**config.mk**
```make
export PLATFORM = sky130hd
export DESIGN_NAME = shadow_chain_collector_flat
export DESIGN_NICKNAME = d
export VERILOG_FILES = /design/src/rtl/shadow_chain_collector_pkg.sv /design/src/rtl/shadow_chain_collector_if.sv /design/src/rtl/shadow_chain_collector_fifo.sv /design/src/rtl/shadow_chain_collector.sv /design/src/flat_wrapper.sv
export SDC_FILE = /design/constraint.sdc
export NUM_CORES = 1
export LEC_CHECK = 0
export CORE_MARGIN = 8
export CORE_UTILIZATION = 56
export DETAILED_ROUTE_END_ITERATION = 8
export PLACE_DENSITY = 0.76
export SLEW_MARGIN = 25
export SYNTH_ARGS = -nofsm -noshare
export SYNTH_HDL_FRONTEND = slang
export SYNTH_SLANG_ARGS = --single-unit
export TNS_END_PERCENT = 50
```
**constraint.sdc**
```tcl
create_clock -name sh_clk -period 4.6 [get_ports sh_clk]
set_input_delay 0.46 -clock sh_clk [delete_from_list [all_inputs] [get_ports sh_clk]]
set_output_delay 0.46 -clock sh_clk [all_outputs]
set_load 0.01 [all_outputs]
```
**src/rtl/shadow_chain_collector_pkg.sv**
```systemverilog
// shadow_chain_collector_pkg: shared tag, defaults and FSM state type for the shadow chain collector
package shadow_pkg;
  localparam logic [7:0] TRAILER_TAG = 8'hA5;
  localparam int DEF_WORD_W = 32;
  localparam int DEF_CNT_W = 16;
  typedef enum logic [2:0] {IDLE, DUMP, PAD, NEXT, TRAIL, DRAIN} collector_state_t;
endpackage

```
**src/rtl/shadow_chain_collector_if.sv**
```systemverilog
// shadow_chain_collector_if: chain capture and word readout signals between collector and debug host
interface shadow_chain_collector_if import shadow_pkg::*; #(parameter int CHAINS = 4, parameter int WORD_W = DEF_WORD_W);
  logic dump_req;
  logic [CHAINS-1:0] chains_out;
  logic [CHAINS-1:0] chains_out_vld;
  logic [CHAINS-1:0] chains_out_done;
  logic [CHAINS-1:0] dump_en;
  logic [WORD_W-1:0] word_out;
  logic word_vld;
  logic word_rdy;
  logic busy;
  logic overflow;
  modport master(output dump_req, chains_out, chains_out_vld, chains_out_done, word_rdy,
                 input dump_en, word_out, word_vld, busy, overflow);
  modport slave(input dump_req, chains_out, chains_out_vld, chains_out_done, word_rdy,
                output dump_en, word_out, word_vld, busy, overflow);
endinterface

```
**src/rtl/shadow_chain_collector_fifo.sv**
```systemverilog
// shadow_word_fifo: synchronous word FIFO with extra-MSB pointer wrap, full FIFO accepts push only alongside pop
module shadow_word_fifo #(
  parameter int WIDTH = 32,
  parameter int DEPTH = 16
) (
  input  logic             clk,
  input  logic             rst,
  input  logic             push,
  input  logic [WIDTH-1:0] din,
  output logic             full,
  input  logic             pop,
  output logic [WIDTH-1:0] dout,
  output logic             empty
);
  localparam int AW = $clog2(DEPTH);
  logic [WIDTH-1:0] mem [DEPTH];
  logic [AW:0] wptr, rptr;
  logic we, re;
  assign empty = wptr == rptr;
  assign full = (wptr[AW] != rptr[AW]) && (wptr[AW-1:0] == rptr[AW-1:0]);
  assign we = push && (!full || pop);
  assign re = pop && !empty;
  assign dout = mem[rptr[AW-1:0]];
  always_ff @(posedge clk) begin
    if (rst) begin
      wptr <= '0;
      rptr <= '0;
    end else begin
      wptr <= we ? wptr + 1'b1 : wptr;
      rptr <= re ? rptr + 1'b1 : rptr;
    end
  end
  always_ff @(posedge clk)
    if (we) mem[wptr[AW-1:0]] <= din;
endmodule

```
**src/rtl/shadow_chain_collector.sv**
```systemverilog
// shadow_chain_collector: drains serial shadow chains one at a time into trailer-closed readout words
module shadow_chain_collector import shadow_pkg::*; #(
  parameter int CHAINS = 4,
  parameter int WORD_W = DEF_WORD_W,
  parameter int DEPTH = 16,
  parameter int CNT_W = DEF_CNT_W
) (
  input logic sh_clk,
  input logic sh_rst,
  shadow_chain_collector_if.slave bus
);
  localparam int IW = CHAINS > 1 ? $clog2(CHAINS) : 1;
  localparam int FW = $clog2(WORD_W);
  collector_state_t state;
  logic [IW-1:0] idx;
  logic [FW-1:0] fill, fill_nxt;
  logic [WORD_W-1:0] sreg, nxt, din, trailer, dout;
  logic [CNT_W-1:0] bit_cnt;
  logic [CHAINS-1:0] sel_out, sel_vld, sel_done;
  logic bit_ok, done_sel, wrap, push, pop, full, empty, ovf;
  always_comb begin
    sel_out = bus.chains_out >> idx;
    sel_vld = bus.chains_out_vld >> idx;
    sel_done = bus.chains_out_done >> idx;
    bit_ok = state == DUMP && sel_vld[0];
    done_sel = state == DUMP && sel_done[0];
    wrap = fill == FW'(WORD_W - 1);
    nxt = sreg | (WORD_W'(sel_out[0]) << fill);
    fill_nxt = bit_ok ? (wrap ? '0 : fill + 1'b1) : fill;
    trailer = (WORD_W'(TRAILER_TAG) << (WORD_W - 8)) | (WORD_W'(CHAINS) << CNT_W) | WORD_W'(bit_cnt);
    push = (bit_ok && wrap) || state == PAD || state == TRAIL;
    din = state == TRAIL ? trailer : state == PAD ? sreg : nxt;
    pop = !empty && bus.word_rdy;
  end
  shadow_word_fifo #(.WIDTH(WORD_W), .DEPTH(DEPTH)) u_fifo (
    .clk(sh_clk), .rst(sh_rst), .push(push), .din(din), .full(full),
    .pop(pop), .dout(dout), .empty(empty)
  );
  assign bus.dump_en = state == DUMP ? CHAINS'(1) << idx : '0;
  assign bus.word_out = dout;
  assign bus.word_vld = !empty;
  assign bus.busy = state != IDLE;
  assign bus.overflow = ovf;
  always_ff @(posedge sh_clk) begin
    if (sh_rst) begin
      state <= IDLE;
      idx <= '0;
      fill <= '0;
      sreg <= '0;
      bit_cnt <= '0;
      ovf <= 1'b0;
    end else begin
      if (push && full && !pop) ovf <= 1'b1;
      case (state)
        IDLE: if (bus.dump_req) begin
          state <= DUMP;
          idx <= '0;
          fill <= '0;
          sreg <= '0;
          bit_cnt <= '0;
        end
        DUMP: begin
          if (bit_ok) begin
            bit_cnt <= bit_cnt + 1'b1;
            sreg <= wrap ? '0 : nxt;
          end
          fill <= fill_nxt;
          if (done_sel) state <= fill_nxt != '0 ? PAD : NEXT;
        end
        PAD: begin
          fill <= '0;
          sreg <= '0;
          state <= NEXT;
        end
        NEXT: begin
          idx <= idx == IW'(CHAINS - 1) ? idx : idx + 1'b1;
          state <= idx == IW'(CHAINS - 1) ? TRAIL : DUMP;
        end
        TRAIL: state <= DRAIN;
        DRAIN: state <= empty ? IDLE : DRAIN;
        default: state <= IDLE;
      endcase
    end
  end
endmodule

```
**src/flat_wrapper.sv**
```systemverilog
// flat-port wrapper written by rule: the top's interface ports become plain ports
module shadow_chain_collector_flat import shadow_pkg::*;
#(
  parameter int CHAINS = 4,
  parameter int WORD_W = DEF_WORD_W,
  parameter int DEPTH = 16,
  parameter int CNT_W = DEF_CNT_W
)
  (sh_clk, sh_rst, bus_dump_req, bus_chains_out, bus_chains_out_vld, bus_chains_out_done, bus_word_rdy, bus_dump_en, bus_word_out, bus_word_vld, bus_busy, bus_overflow);
  shadow_chain_collector_if #(.CHAINS(CHAINS), .WORD_W(WORD_W)) bus_i ();
  input logic sh_clk;
  input logic sh_rst;
  input wire logic [$bits(bus_i.dump_req)-1:0] bus_dump_req;
  input wire logic [$bits(bus_i.chains_out)-1:0] bus_chains_out;
  input wire logic [$bits(bus_i.chains_out_vld)-1:0] bus_chains_out_vld;
  input wire logic [$bits(bus_i.chains_out_done)-1:0] bus_chains_out_done;
  input wire logic [$bits(bus_i.word_rdy)-1:0] bus_word_rdy;
  output wire logic [$bits(bus_i.dump_en)-1:0] bus_dump_en;
  output wire logic [$bits(bus_i.word_out)-1:0] bus_word_out;
  output wire logic [$bits(bus_i.word_vld)-1:0] bus_word_vld;
  output wire logic [$bits(bus_i.busy)-1:0] bus_busy;
  output wire logic [$bits(bus_i.overflow)-1:0] bus_overflow;
  assign bus_i.dump_req = bus_dump_req;
  assign bus_i.chains_out = bus_chains_out;
  assign bus_i.chains_out_vld = bus_chains_out_vld;
  assign bus_i.chains_out_done = bus_chains_out_done;
  assign bus_i.word_rdy = bus_word_rdy;
  assign bus_dump_en = bus_i.dump_en;
  assign bus_word_out = bus_i.word_out;
  assign bus_word_vld = bus_i.word_vld;
  assign bus_busy = bus_i.busy;
  assign bus_overflow = bus_i.overflow;
  shadow_chain_collector #(.CHAINS(CHAINS), .WORD_W(WORD_W), .DEPTH(DEPTH), .CNT_W(CNT_W)) u_core (.sh_clk(sh_clk), .sh_rst(sh_rst), .bus(bus_i));
endmodule
```
Yosys cells after proc, flatten, opt, wreduce, memory -nomap -nowiden. Memory sizes are Yosys's and may differ from the RTL's. A register that Yosys moved wholly into a read port is not among the register bits. Index checks and enable logic that the tools add are counted.

Flip-flop bits (word level): 69. Bits in writable memories: 512. Output and inout bits: 39. Word-level logic and storage cells: 87. Memories kept: 1.

Add/sub/neg operators: 5. Equality and inequality tests: 14. Shifts and indexed selects: 5. Mux-type cells: 27. Bitwise logic cells: 1. Reduce and logical (&&, ||, !) cells: 26.

Memory list: u_core.u_fifo.mem (words 16, width 32, read ports 1, clocked after Yosys merged registers in 1, write ports 1, RTL line shadow_chain_collector_fifo.sv:16) `logic [WIDTH-1:0] mem [DEPTH];`.

Operators with widths (count): 2-to-1 mux 32 bit (5); one-hot mux 32 bit (3 select lines) (1); 2-to-1 mux 16 bit (2); OR 32 bit (1); one-hot mux 16 bit (2 select lines) (1); << shifter 1 x 5 -> 32 bit (1); one-hot mux 3 bit (6 select lines) (1); adder 16 x 1 -> 16 bit (second input constant) (1); adder 5 x 1 -> 5 bit (second input constant) (3); 2-to-1 mux 5 bit (3); one-hot mux 5 bit (3 select lines) (1); 2-to-1 mux 3 bit (4); 2-to-1 mux 4 bit (3); >> shifter 4 x 2 -> 1 bit (3); logical AND 1 bit (9); AND reduction 3 bit (3); == test 3 x 2 -> 1 bit (second input constant) (2); == test 3 bit (second input constant) (2); nonzero test 3 bit (2); == test 5 bit (1); == test 5 bit (second input constant) (1); nonzero test 5 bit (1); == test 4 bit (1); 2-to-1 mux 2 bit (2); other kinds (14) (24).

Depth between registers and ports, before layout.
Depth in word-level cells: 8. Mapped depth: 9.

By module. A second synthesis with hierarchy kept.

Cells, all modules: 1213. Area total of the unflattened synthesis: 23447.5 sq um.

By module, submodules not included: shadow_word_fifo (times used 1, cells each 793, area an instance 20093.0 sq um, seq. area each 15655.0 sq um); shadow_chain_collector (times used 1, cells each 420, area an instance 3354.5 sq um, seq. area each 1181.1 sq um).

Least setup slack after synthesis. OpenSTA, ideal clock, no wires.

Path kind: register -> register. Start: reg u_core.fill[2]. End: mem u_core.u_fifo.mem[3][0] (enable). Library setup time: 0.461 ns. Data arrival time: 4.183 ns. Required time: 4.139 ns. Setup slack: -0.044 ns. Cell stages (with the launch flop): 10. Path buffers: 2. Period minus slack after synthesis: 4.644 ns. Cells stage by stage: dfxtp_1 -> clkbuf_1 -> and3_1 -> ha_1 -> clkbuf_1 -> nor4bb_1 -> a211oi_2 -> a21oi_4 -> nand2_1 -> nor3_1.

Longest elaborated chain between the ends: 7.

RTL lines: from (decl) (RTL line shadow_chain_collector.sv:16) `logic [FW-1:0] fill, fill_nxt;`; from (signal assigned) (RTL line shadow_chain_collector.sv:67) `fill <= fill_nxt;`; == test 5 bit (RTL line shadow_chain_collector.sv:27) `wrap = fill == FW'(WORD_W - 1);`; logical AND 1 bit (RTL line shadow_chain_collector.sv:31) `push = (bit_ok && wrap) || state == PAD || state == TRAIL;`; logical OR 1 bit (2 in series) (RTL line shadow_chain_collector.sv:31); logical AND 1 bit (RTL line shadow_chain_collector_fifo.sv:21) `assign we = push && (!full || pop);`; 2-to-1 mux 1 bit (RTL line shadow_chain_collector_fifo.sv:34) `if (we) mem[wptr[AW-1:0]] <= din;`; 2-to-1 mux 1 bit (implied by the code) (RTL line shadow_chain_collector_fifo.sv:34); to (decl) (RTL line shadow_chain_collector_fifo.sv:16).

No other way between the ends.

==> out/qor.yml <==
status: "finished, final reports clean"
cts-root-buf: "clkbuf_16"
tightest_slew_ps: 1020
min_period_ps: 3920
multi_input_area_um2: 5990
worstSetupPathType: "reg2out"
crit_path_max_fanout: 28
grt_pass1_wl_mm: 75.5
layout_commonest_cell: "edfxtp_1"
timing.setup.tns_ps: 0
drt-vias-per-instance: 6.34
area_growth_pct: 13.3
cts_max_level: 2
worstReg2RegEnd: "u_core.u_fifo.mem[2][9]"
die_x_um: 219
cts_max_path_buffers: 3
port_buffers: 54
dieArea_um2: 48000
final-hold-violation-count: 0
start_util_pct: 56.6
timing.final.crit_share_pct: 85.3
hold_path_end: "u_core.sreg[3]"
yosys-top-cells-area: "edfxtp_1, mux4_2, dfxtp_1, nor2_1, a21oi_1"
dp_slack_ps: 1000
r2r_cells: 7
drc: 0
postCtsHoldBufs: 0
cp-end-kind: "output pin"
mostFrequentLayoutCells: "edfxtp_1, mux4_2, nor2_1, dfxtp_1, clkbuf_16"
worst_ep_required_time_ps: 4140
worstSkewPairLatency_ps: 590
cts.sinks: 585
final_max_slew_viol_count: 0
arrival_ps: 3460
synth.top_cell.area_share_pct: 66.5
setup_slack_ps: 678
post_cts.repair.setup_buffers: 0
synth_flop_cell: "edfxtp_1"
synth_cell_types: 59
synth_edf_count: 512
synthesis.nets: 1231
synth_area_um2: 23100
grt-ovfl-total: 0
hold_path_depth: 2
numCtsBuffers: 56
max_freq_mhz: 255
core-area_um2: 40800
drt_iter0_drc: 1422
hp-start: "u_core.sreg[3]"
grt_pass1_vias: 11800
yosysTopAreaCell: "edfxtp_1"
rows: 74
reg2reg_from: "u_core.fill[0]"
worstHoldPathType: "reg2reg"
setup_viol: 0
drive_gt1_share_pct: 24.1
antenna_found_initial: 4
clkTransAtPathRegs_ps: 60
grt_max_degree: 47
seq_area_um2: 16800
yosys_warnings: 0
dp_hpwl_mm: 30.3
drt-total-wl_mm: 50.2
yosysSeqAreaShare_pct: 72.8
slew-limit-headroom_pct: 31.7
vdd_drop_max_v: 0.000258
drt_pass1_iterations: 5
r2r_slack_ps: 1000
cts_tree: "yes"
p_per_area_nw_per_um2: 410
p_leak_nw: 8.05
syn_inst: 1203
die_h_um: 219
num-fill-cells: 2683
skew_ps: 10.9
track_usage_pct: 21.3
num-nets-final: 1309
worst_setup_path_start_kind: "register"
drv_cap: 0
ys_ff_latch: 585
num_io_pins: 55
async_flop_share_pct: 0
ant_nets: 0
gp_congestion: 0.806
post_cts_resized: 0
avgSynthCellArea_um2: 19.2
vias: 11800
wire_per_inst_um: 27.0
rsz0062_at_grt: "no"
## flip-flops by register name (all words and copies together) (netlist names), named ones only
signal,flops
u_core.u_fifo.mem,512
u_core.sreg,32
u_core.bit_cnt,16
u_core.fill,5
u_core.u_fifo.rptr,5
u_core.u_fifo.wptr,5
u_core.state,3
u_core.idx,2
u_core.bus.overflow,1
## cell usage after synthesis, types with 6 or more instances
cell type	count
a21oi_1	48
a31oi_1	14
and2_1	8
and3_1	19
buf_2	20
clkbuf_1	49
dfxtp_1	73
edfxtp_1	512
ha_1	12
inv_1	6
mux4_2	163
nand2_1	38
nand3_1	9
nand4_1	11
nor2_1	79
nor2b_1	8
nor3_1	8
o21ai_0	24
or3_1	6
xnor2_1	16
xor2_1	8
## critical path: stages, from the launching register on
cell and delay (ps):
dfxtp_4 740, buf_4 430, mux4_2 600, mux4_2 570, clkdlybuf4s50_1 520
## stage by stage
stage                     utilization [%]  instance area (µm²)  total power [mW]  cells  hold WS, ps
after floorplan                         -                23100              6.21   1203          437
after global placement               59.7                24400              6.41   1755          446
after detailed placement             59.8                24400              6.41   1755          456
after CTS                            64.1                26200              10.8   1858          474
after global routing                 64.1                26200              11.0   1858          496
final                                64.1                26200              10.7   1859          471
## worst max-delay path by stage
stage,from,endpoint,depth (start not counted)
2_1_floorplan,u_core.fill[2],u_core.u_fifo.mem[3][0],9
3_3_place_gp,u_core.fill[0],u_core.u_fifo.mem[2][12],7
3_5_place_dp,u_core.fill[0],u_core.u_fifo.mem[2][12],7
4_1_cts,register,bus_word_out[14],4
5_1_grt,register,bus_word_out[13],4
6_report,register,bus_word_out[4],4
## logic make-up after synthesis
family	after synthesis	synth area share (%)
AND/OR/NAND/NOR	216	4.78
adder cells (fa/ha/maj)	12	0.650
buffers and inverters	79	1.40
XOR/XNOR	24	0.909
AO/OA/AOI/OAI	119	3.28
multiplexers	168	16.1
flip-flops	585	72.8
## where the power goes
part / switching [mW] / internal [mW] / total (mW)
Sequential: 0.0391 / 5.72 / 5.76
Combinational: 0.267 / 0.270 / 0.537
Clock: 1.87 / 2.57 / 4.45
## routing by layer
metal / wire, µm / track usage, %
met1: 21000 / 30.5
met2: 23600 / 32.4
met3: 4610 / 5.53
met4: 997 / 5.74
met5: 14 / 0
## final cells by class
cell class | count | share of cell area, %
multi-input combinational | 539 | 22.9
clock inverter | 26 | 0.879
inverter | 6 | 0.0860
antenna | 1 | 0.00956
clock buffer | 77 | 5.92
timing repair buffer | 93 | 3.33
sequential | 585 | 64.3
tap | 532 | 2.54
Power figures use the tool's default switching activity.
==> variant, RTL diff (config.mk and constraints unchanged) <==
Set the package constant `DEF_WORD_W` to 16 (it was 32).
--- a/src/rtl/shadow_chain_collector_pkg.sv
+++ b/src/rtl/shadow_chain_collector_pkg.sv
@@ -1,7 +1,7 @@
 // shadow_chain_collector_pkg: shared tag, defaults and FSM state type for the shadow chain collector
 package shadow_pkg;
   localparam logic [7:0] TRAILER_TAG = 8'hA5;
-  localparam int DEF_WORD_W = 32;
+  localparam int DEF_WORD_W = 16;
   localparam int DEF_CNT_W = 16;
   typedef enum logic [2:0] {IDLE, DUMP, PAD, NEXT, TRAIL, DRAIN} collector_state_t;
 endpackage
Interface: changed (resized bus_word_out); port bits go from 55 to 39. The function was not compared with the original's and may differ.
==> variant against the original RTL <==
  * Worst setup slack gained 330 ps
  * Final area shrank 45%
  * Synthesized area shrank 45%
  * Critical path depth is the same
  * Non-clock buffer count shrank 27
  * Clock power shrank 43%
  * Sequential cell count shrank 274
  * Register-to-register slack gained 590 ps
  * Critical endpoint is now bus_word_out[0]
  * Critical path type unchanged
  * Wire length shrank 46%
  * Sequential power shrank 46%
  * Power shrank 41%
==> variant: results (changes against the original RTL) <==
The wire length per cell after detailed routing came to 24.7 um (-8.7%). The buffer depth of the longest clock path was 3 (unchanged). The antenna diode instance count came out at 0 (-1).

The number of library cell types mapped by synthesis came to 52 (-12%). The placed wire-length estimate after detailed placement was 15200 um (-50%). The switching share of power came to 22.5% (+2.2 points). The pin count of the biggest net entering global routing came out at 36 (-23%). The count of cells resized by post-cts repair is 0 (unchanged). The highest cell delay on the worst timing path came to 600 ps (-140 ps).

The flip-flop count of the largest register, all copies and words added is 256 (-50%). The sequential cell area fraction in the yosys report is 69.5% (-3.3 points). The tightest min-delay check is of the register to register type.

The post-CTS setup repair buffer count is 0 (unchanged). The via count of the first global-routing pass is 6948 (-41%). The highest net fanout along the worst path came out at 29 (+3.6%). The number of hold violations in the final report came to 0 (unchanged). The met2 usage in global routing came out at 33.6% (+1.2 points). The largest voltage drop on the vdd net is 0.281 mV (+8.9%).

The initial antenna violation count is 0 (-4). After synthesis, the most frequently instantiated cells are edfxtp_1 (256), mux4_2 (81), dfxtp_1 (55), nor2_1 (55), a21oi_1 (36). The number of flops mapped to enable cells by yosys is 256 (-50%). The number of clock buffers inserted by TritonCTS came to 30 (-46%). The measured slew at the worst slew-check pin came out at 983 ps (-38.1 ps). The fraction of registers with async set/reset came out at 0% (unchanged). The fraction of met1 tracks used by global routing came out at 25.3% (-5.2 points). CTS placed an instance of clkbuf_16 at the clock tree root. The final weighted congestion in routability-driven placement came out at 0.818 (+1.4%). The via-per-instance ratio is 6.32 (-0.25%). The net count of the mapped netlist is 756 (-39%).

The number of I/O port buffers is 38 (-30%). The final clock skew was 19.1 ps (+8.18 ps). The share of cells above drive strength 1 came out at 21.8% (-2.3 points). The detailed-routing iteration count for the pre-antenna-repair pass came to 5 (unchanged). The clock-pin slew on the worst setup and hold paths came out at 60 ps (about the same). The maximum level of the CTS H-tree came to 1 (-1). The global-route usage over all layers is 19.4% (-1.9 points). The first-pass GRT wire length is 41400 um (-45%). The instance count after placement with tap cells included came out at 1041 (-41%).

The number of DRC markers in iteration 0 is 699 (-51%). The static leakage came out at 4.50 nW (-44%). The source-to-sink clock delay at the later pin of the worst-skew pair is 560 ps (-30 ps).

The number of warnings printed during yosys synthesis is 0 (unchanged). The flow ran to the end, and the final reports show no timing, DRC or antenna violations. The total routed wirelength is 27000 um (-46%). The net count of the finished layout came out at 815 (-38%).

By area the synthesized netlist is led by edfxtp_1 (61%), mux4_2 (14%), dfxtp_1 (8.7%). The met3 track utilization from global routing came out at 3.14% (-2.4 points). On the critical path, the stage with the largest delay is an instance of mux4_2.

The per-instance average area after synthesis is 17.3 um^2 (-9.7%).
[variant: cell types whose count changed in the layout (fill, tap and decap cells not counted), moves of 11 or more]
cell	delta
dfxtp_1	-17
mux4_2	-82
clkbuf_16	-27
nor2_1	-24
a31oi_1	-11
nand2_1	-11
a21oi_1	-12
clkdlybuf4s50_1	-16
edfxtp_1	-256
[variant: worst paths after layout]
| check | end | slack, ps | cells past startpoint | startpoint |
|---|---|---|---|---|
| max | bus_word_out[0] | 1010 | 4 | register |
| min | u_core.sreg[15] | 470 | 2 | u_core.sreg[15] |
| max reg2reg | u_core.u_fifo.mem[12][12] | 1590 | 4 | u_core.state[0] |
| min reg2reg | u_core.sreg[15] | 470 | 2 | u_core.sreg[15] |
[variant: worst max-delay path, delay by kind of cell (launching register included)]
family,cells,cell delay (ps)
buf+inv,2,1020
mux,2,1120
flops,1,420
[variant: logic make-up (layout without fill, tap and decap cells)]
logic type / after synthesis / in the layout / share of synthesized area [%]
and+or+nand+nor: 170 / 170 / 7.06
adders and majority gates: 11 / 11 / 1.09
muxes: 88 / 88 / 15.3
buffers and inverters: 46 / 128 / 1.46
AOI/OAI and AO/OA: 81 / 81 / 4.06
xor gates and xnor gates: 22 / 22 / 1.52
DFF: 311 / 311 / 69.5
[variant: area by class of cell]
type,count,area (um^2)
Tap cell,285,357
Clock inverter,19,246
Timing Repair Buffer,66,591
Sequential cell,311,8790
Multi-Input combinational cell,372,3680
Fill cell,1509,7960
Inverter,7,26.3
Clock buffer,36,773
[variant: per-layer routing]
metal  part of all wire, %  wire, um
met1                    41     11000
met2                    50     13600
met3                   6.9      1860
met4                   2.1       564
met5                     0         0
[variant: per-stage QoR]
step	total power [mW]	setup slack, ps	instance area, um^2
after floorplan	3.63	1690	12600
after global placement	3.82	1460	13400
after detailed placement	3.84	1540	13400
after CTS	6.34	924	14500
after global routing	6.49	849	14500
final	6.29	1010	14500
[variant: power groups by stage]
| stage | registers (mW) | logic [mW] | clock network, mW |
|---|---|---|---|
| 2_1_floorplan | 3.14 | 0.488 | 0 |
| 6_report | 3.11 | 0.665 | 2.52 |
| 4_1_cts | 3.11 | 0.676 | 2.56 |
| 3_3_place_gp | 3.17 | 0.653 | 0 |
| 3_5_place_dp | 3.17 | 0.668 | 0 |
| 5_1_grt | 3.12 | 0.724 | 2.65 |
